[src/rtl/game_pkg.sv]
// Shared state codes and display constants for the whack-a-mole game controller.
package game_pkg;

  localparam int unsigned STATE_W = 3;
  localparam int unsigned TIME_W  = 7;
  localparam int unsigned BCD_W   = 8;
  localparam int unsigned BCD_MAX = 99;

  typedef enum logic [STATE_W-1:0] {
    S_IDLE      = 3'd0,
    S_COUNTDOWN = 3'd1,
    S_PLAYING   = 3'd2,
    S_PAUSED    = 3'd3,
    S_GAME_OVER = 3'd4
  } state_e;

endpackage

[src/rtl/bin2bcd99.sv]
// Combinational binary to two-digit BCD, saturating at 99.
module bin2bcd99
  import game_pkg::*;
#(
  parameter int unsigned IN_W = 8
) (
  input  logic [IN_W-1:0]  bin,
  output logic [BCD_W-1:0] bcd
);

  logic [6:0] sat;

  always_comb begin
    sat = (32'(bin) > BCD_MAX) ? 7'(BCD_MAX) : 7'(bin);
    bcd = {4'(sat / 7'd10), 4'(sat % 7'd10)};
  end

endmodule

[src/rtl/game_sequencer.sv]
// Whack-a-mole game controller: IDLE -> COUNTDOWN -> PLAYING -> GAME_OVER with
// internal seconds timer and hi-score. Define GAME_PAUSE_EN to enable the PAUSED state.
module game_sequencer
  import game_pkg::*;
#(
  parameter  int unsigned TICK_CYCLES   = 100_000_000,
  parameter  int unsigned COUNTDOWN_SEC = 5,
  parameter  int unsigned GAME_SEC      = 30,
  parameter  int unsigned SCORE_W       = 8,
  parameter  int unsigned N_LEVELS      = 3,
  localparam int unsigned LVL_W         = $clog2(N_LEVELS)
) (
  input  logic               clk,
  input  logic               rst_n,
  input  logic               btn_start,
  input  logic               btn_pause,
  input  logic               btn_clear_score,
  input  logic               btn_difficulty,
  input  logic [SCORE_W-1:0] score,
  output logic [STATE_W-1:0] state_o,
  output logic               enable_score,
  output logic               enable_mole_ctrl,
  output logic               clear_score,
  output logic [LVL_W-1:0]   difficulty_level,
  output logic [TIME_W-1:0]  time_left,
  output logic [BCD_W-1:0]   display_left,
  output logic [BCD_W-1:0]   display_right,
  output logic [SCORE_W-1:0] hi_score,
  output logic               game_over_pulse,
  output logic               new_hi_pulse
);

  localparam int unsigned PRESC_W = $clog2(TICK_CYCLES);
  localparam int unsigned LEFT_W  = (SCORE_W > TIME_W) ? SCORE_W : TIME_W;

  state_e               state_q, state_d;
  logic [TIME_W-1:0]    tl_q, tl_d;
  logic [PRESC_W-1:0]   presc_q, presc_d;
  logic [LVL_W-1:0]     lvl_q, lvl_d, lvl_inc;
  logic [SCORE_W-1:0]   hi_q, hi_d;
  logic                 clr_q, clr_d;
  logic                 go_q, go_d;
  logic                 nh_q, nh_d;
  logic                 en_q, en_d;
  logic                 tick;

`ifndef GAME_PAUSE_EN
  logic unused_pause;
  assign unused_pause = btn_pause;
`endif

  assign tick    = ((state_q == S_COUNTDOWN) || (state_q == S_PLAYING)) &&
                   (presc_q == PRESC_W'(TICK_CYCLES - 1));
  assign lvl_inc = (lvl_q == LVL_W'(N_LEVELS - 1)) ? '0 : lvl_q + LVL_W'(1);

  // State and datapath registers
  always_ff @(posedge clk or negedge rst_n) begin
    if (!rst_n) begin
      state_q <= S_IDLE;
      tl_q    <= '0;
      presc_q <= '0;
      lvl_q   <= '0;
      hi_q    <= '0;
      clr_q   <= 1'b0;
      go_q    <= 1'b0;
      nh_q    <= 1'b0;
      en_q    <= 1'b0;
    end else begin
      state_q <= state_d;
      tl_q    <= tl_d;
      presc_q <= presc_d;
      lvl_q   <= lvl_d;
      hi_q    <= hi_d;
      clr_q   <= clr_d;
      go_q    <= go_d;
      nh_q    <= nh_d;
      en_q    <= en_d;
    end
  end

  // Next-state logic; priority is start > tick > pause > clear
  always_comb begin
    state_d = state_q;
    tl_d    = tl_q;
    presc_d = presc_q;
    lvl_d   = lvl_q;
    hi_d    = hi_q;
    clr_d   = 1'b0;
    go_d    = 1'b0;
    nh_d    = 1'b0;

    case (state_q)
      S_IDLE, S_GAME_OVER: begin
        presc_d = '0;
        if (btn_difficulty) lvl_d = lvl_inc;
        if (btn_start) begin
          state_d = S_COUNTDOWN;
          tl_d    = TIME_W'(COUNTDOWN_SEC);
          clr_d   = 1'b1;
        end else if (btn_clear_score) begin
          clr_d = 1'b1;
          hi_d  = '0;
        end
      end

      S_COUNTDOWN: begin
        presc_d = tick ? '0 : presc_q + PRESC_W'(1);
        if (btn_start) begin
          tl_d    = TIME_W'(COUNTDOWN_SEC);
          presc_d = '0;
        end else if (tick) begin
          if (tl_q == TIME_W'(1)) begin
            state_d = S_PLAYING;
            tl_d    = TIME_W'(GAME_SEC);
          end else begin
            tl_d = tl_q - TIME_W'(1);
          end
        end
      end

      S_PLAYING: begin
        presc_d = tick ? '0 : presc_q + PRESC_W'(1);
        if (btn_start) begin
          state_d = S_COUNTDOWN;
          tl_d    = TIME_W'(COUNTDOWN_SEC);
          presc_d = '0;
          clr_d   = 1'b1;
        end else if (tick) begin
          if (tl_q == TIME_W'(1)) begin
            state_d = S_GAME_OVER;
            tl_d    = '0;
            go_d    = 1'b1;
            if (score > hi_q) begin
              hi_d = score;
              nh_d = 1'b1;
            end
          end else begin
            tl_d = tl_q - TIME_W'(1);
          end
        end
`ifdef GAME_PAUSE_EN
        else if (btn_pause) begin
          state_d = S_PAUSED;
          presc_d = presc_q;
        end
`endif
        else if (btn_clear_score) begin
          clr_d = 1'b1;
        end
      end

`ifdef GAME_PAUSE_EN
      S_PAUSED: begin
        if (btn_start) begin
          state_d = S_COUNTDOWN;
          tl_d    = TIME_W'(COUNTDOWN_SEC);
          presc_d = '0;
          clr_d   = 1'b1;
        end else if (btn_pause) begin
          state_d = S_PLAYING;
          presc_d = '0;
        end
      end
`endif

      default: begin
        state_d = S_IDLE;
        tl_d    = '0;
        presc_d = '0;
      end
    endcase

    en_d = (state_d == S_PLAYING);
  end

  // Display decode
  logic [LEFT_W-1:0] left_bin;
  logic [BCD_W-1:0]  left_bcd, score_bcd, lvl_bcd;

  assign left_bin = (state_q == S_GAME_OVER) ? LEFT_W'(hi_q) : LEFT_W'(tl_q);

  bin2bcd99 #(.IN_W(LEFT_W))  u_left  (.bin(left_bin), .bcd(left_bcd));
  bin2bcd99 #(.IN_W(SCORE_W)) u_right (.bin(score),    .bcd(score_bcd));
  bin2bcd99 #(.IN_W(LVL_W))   u_level (.bin(lvl_q),    .bcd(lvl_bcd));

  assign display_left  = (state_q == S_IDLE) ? '0 : left_bcd;
  assign display_right = (state_q == S_IDLE) ? lvl_bcd : score_bcd;

  assign state_o          = state_q;
  assign enable_score     = en_q;
  assign enable_mole_ctrl = en_q;
  assign clear_score      = clr_q;
  assign difficulty_level = lvl_q;
  assign time_left        = tl_q;
  assign hi_score         = hi_q;
  assign game_over_pulse  = go_q;
  assign new_hi_pulse     = nh_q;

endmodule

[config.mk]
export PLATFORM = sky130hd
export DESIGN_NAME = game_sequencer
export DESIGN_NICKNAME = d
export VERILOG_FILES = /design/src/rtl/game_pkg.sv /design/src/rtl/bin2bcd99.sv /design/src/rtl/game_sequencer.sv
export SDC_FILE = /design/constraint.sdc
export NUM_CORES = 1
export LEC_CHECK = 0
export ABC_AREA = 1
export BUFFER_PORTS_ARGS = -buffer_cell sky130_fd_sc_hd__buf_4
export CAP_MARGIN = 10
export CORE_MARGIN = 2
export CORE_UTILIZATION = 45
export DETAILED_ROUTE_END_ITERATION = 8
export PLACE_DENSITY = 0.65
export SETUP_SLACK_MARGIN = 0.02
export SYNTH_ARGS = -nofsm -noshare
export SYNTH_HDL_FRONTEND = slang
export SYNTH_SLANG_ARGS = --single-unit
export TNS_END_PERCENT = 30
[constraint.sdc]
create_clock -name clk -period 5 [get_ports clk]
set_input_delay 0.5 -clock clk [delete_from_list [all_inputs] [get_ports clk]]
set_output_delay 0.5 -clock clk [all_outputs]
set_load 0.02 [all_outputs]
==> impl_metrics.ini <==
[outcome]
outcome = finished clean

[route]
routed-via-count = 3683
vias_per_cell = 5.22
wire_per_inst_um = 13.0
initialDrtViolationCount = 129
first_pass_drt_iterations = 4
postRouteAntennaNets = 0
postRouteWirelength_mm = 9.16
post-route-drc-count = 0

[sta]
final.setup_skew_ns = 0.00714
final_setup_violation_count = 0
timing_worst_slew_pin_value_ns = 0.719
max_frequency_mhz = 213
layout_worst_path_cycle_share_pct = 93.9
fin_ws_ns = 0.306
relSlewSlack_pct = 52.1
final.min_clock_period_ns = 4.69
final-max-slew-violation-count = 0
finalSetupTns_ns = 0
final-hold-violation-count = 0

[logic_synthesis]
synth.yosys.seq_area_share_pct = 33.2
dominantRegCellSynth = sky130_fd_sc_hd__dfrtp_1
synth_seq_cells = 51
syn-instance-count = 538
async_flop_share_pct = 100
synthDistinctLibCells = 48
netlist_area_um2 = 3850
synthesis_warning_total = 0
synth-edff-count = 0
synth_area_per_cell_um2 = 7.15
synth_nets = 568

[worst_setup_path]
timing.critical_path.slowest_stage_cell = sky130_fd_sc_hd__dfrtp_2
worstPathArrival_ns = 4.19
cp_common_cell = sky130_fd_sc_hd__nand2_2
critical_path_fanout_max = 5
crit_type = reg -> out
worst_ep_required_time_ns = 4.50
timing.critical_path.slowest_cell_delay_ns = 0.44
cp-start-kind = register
endpoint_kind = primary output

[clock_network]
clock_tree_from_tritoncts = done
ctsHoldBuffers = 0
numCtsBuffers = 5
worst_skew_pair.late_latency_ns = 0.30
cts_htree_levels = 2
max-clock-path-buffers = 2
clk_pin_slew_worst_paths_ns = 0.09
root_cell_of_the_clock_tree = sky130_fd_sc_hd__clkbuf_8
cts_num_sinks = 51

[finish]
most_frequent_standard_cell_in_the_layout_excluding_fill_and_tap_cells = sky130_fd_sc_hd__inv_1
area_growth_syn_to_layout_pct = 19.2
final_antenna_diode_count = 0
layout_common_cells = sky130_fd_sc_hd__inv_1 (88), sky130_fd_sc_hd__nand2_1 (80), sky130_fd_sc_hd__nor2_1 (76)
post_route_cells_drive_above_1_share_pct = 23.5
post_layout_nonfiller_instances = 706
utilization_pct = 55.5
final_net_count = 631

[die]
starting_density_of_the_core_pct = 46.6
design.die.area_um2 = 9310
num_rows = 33
io_pins = 55
die-height_um = 96.5
floorplan.die.width_um = 96.5
core_area_um2 = 8260

[power_and_ir_drop]
power.ir.vdd_worst_mv = 0.251
power_per_cell_area_nw_per_um2 = 570
p_total_mw = 2.61
p_leak_nw = 2.24

[grt]
grt_pass1_wl_mm = 15.0
maximum_number_of_pins_on_one_net_before_global_route_repair = 52
grt.total_usage_pct = 20.2
gr-total-overflow = 0
number_of_antenna_violations_at_the_first_check_in_global_routing = 0
first_global_vias = 3474

[job]
drv.max_cap_violation_count = 0

[placed_design]
buffer_ports.inserted = 53
dpl.hpwl_mm = 6.99
dp_cells = 690
gp_congestion = 0.905
pre_cts_slack_ns = 0.255

[worst_hold_path]
timing.hold.worst.class = in -> async
[path summary, 6_finish.rpt]
| kind | start | endpoint | slack [ns] | depth (start not counted) |
|---|---|---|---|---|
| hold reg to reg | presc_q[0] | presc_q[0] | 0.47 | 1 |
| min in group clk | btn_start | state_o[1] | 0.40 | 2 |
| max in group asynchronous | rst_n | state_o[1] | 4.33 | 1 |
| setup reg to reg | state_o[2] | time_left[5] | 1.44 | 12 |
| setup / recovery | state_o[0] | display_left[2] | 0.31 | 33 |
| hold / removal | rst_n | time_left[5] | 0.21 | 1 |
[Yosys cell counts, types with 3 or more instances]
cell                       number  share of area, %
sky130_fd_sc_hd__inv_1         89               8.7
sky130_fd_sc_hd__nand2_1       89               8.7
sky130_fd_sc_hd__nor2_1        78               7.6
sky130_fd_sc_hd__dfrtp_1       51                33
sky130_fd_sc_hd__nand3_1       36               4.7
sky130_fd_sc_hd__o21ai_0       26               3.4
sky130_fd_sc_hd__a21oi_1       22               2.9
sky130_fd_sc_hd__ha_1          16               5.2
sky130_fd_sc_hd__nor3_1        16               2.1
sky130_fd_sc_hd__nand2_2       14               2.3
sky130_fd_sc_hd__nand4_1       12               2.0
sky130_fd_sc_hd__xor2_1         9               2.0
sky130_fd_sc_hd__nand3_2        7               1.8
sky130_fd_sc_hd__nor4_1         7               1.1
sky130_fd_sc_hd__nor2_2         5              0.81
sky130_fd_sc_hd__a211oi_1       4              0.78
sky130_fd_sc_hd__clkbuf_1       4              0.39
sky130_fd_sc_hd__and3_1         3              0.49
sky130_fd_sc_hd__inv_2          3              0.29
sky130_fd_sc_hd__nor2_4         3              0.88
sky130_fd_sc_hd__nor3_2         3              0.78
sky130_fd_sc_hd__o21ai_2        3              0.68
sky130_fd_sc_hd__xnor2_1        3              0.68
[stage by stage]
stage / hold slack [ns] / area (µm²)
floorplan: 0.204 / 3850
global placement: 0.452 / 4340
detailed placement: 0.464 / 4340
CTS: 0.244 / 4440
global route: 0.278 / 4580
finish: 0.211 / 4580
[flip-flops by register name, summed over array words and instances (netlist names)]
register,count
presc_q,27
hi_score,8
time_left,7
state_o,3
difficulty_level,2
clear_score,1
enable_mole_ctrl,1
game_over_pulse,1
new_hi_pulse,1
[critical path: cells and delay by family, from the launching register on]
kind / cells / cell delay [ns]
AND/OR/NAND/NOR: 22 / 2.30
buffers and inverters: 8 / 0.61
adder cells (fa/ha/maj): 3 / 0.52
flip-flops: 1 / 0.44
[final cells by class]
type / count / area, µm²
multi-input combinational: 385 / 2250
tap: 105 / 131
fill: 806 / 3670
clock buffer: 5 / 68.8
timing repair buffer: 64 / 488
clock inverter: 2 / 13.8
sequential: 51 / 1280
inverter: 94 / 358
[power by group]
group          leakage (nW)  internal [mW]  switching [mW]
Sequential            0.693          0.455          0.0423
Combinational          1.51          0.736            1.15
Clock                0.0440         0.0960           0.133
Total                  2.24           1.29            1.33
[repair_timing]
item | CTS | global route
cloned | 0 | 1
buffers inserted | 2 | 6
pin swaps | 1 | 11
gates resized for setup | 0 | 26
setup endpoints to repair | 4 | 4
[cells by family after synthesis]
kind of cell | after synthesis | synth area share (%)
XOR/XNOR | 14 | 4.03
flip-flops | 51 | 33.2
adder cells (fa/ha/maj) | 16 | 5.20
AND/OR/NAND/NOR | 283 | 35.9
AO/OA/AOI/OAI | 71 | 10.9
buffers and inverters | 103 | 10.7
[layer usage]
| layer | wire length [µm] | track usage [%] | part of all wire (%) | vias to the layer above |
|---|---|---|---|---|
| met1 | 4080 | 24.8 | 45 | 1726 |
| met2 | 4640 | 37.3 | 51 | 71 |
| met3 | 323 | 2.95 | 3.5 | 12 |
| met5 | 0 | 0 | 0 | - |
| met4 | 110 | 4.58 | 1.2 | 0 |
| li1 | - | - | - | 1874 |
(Power assumes the default switching activity.)
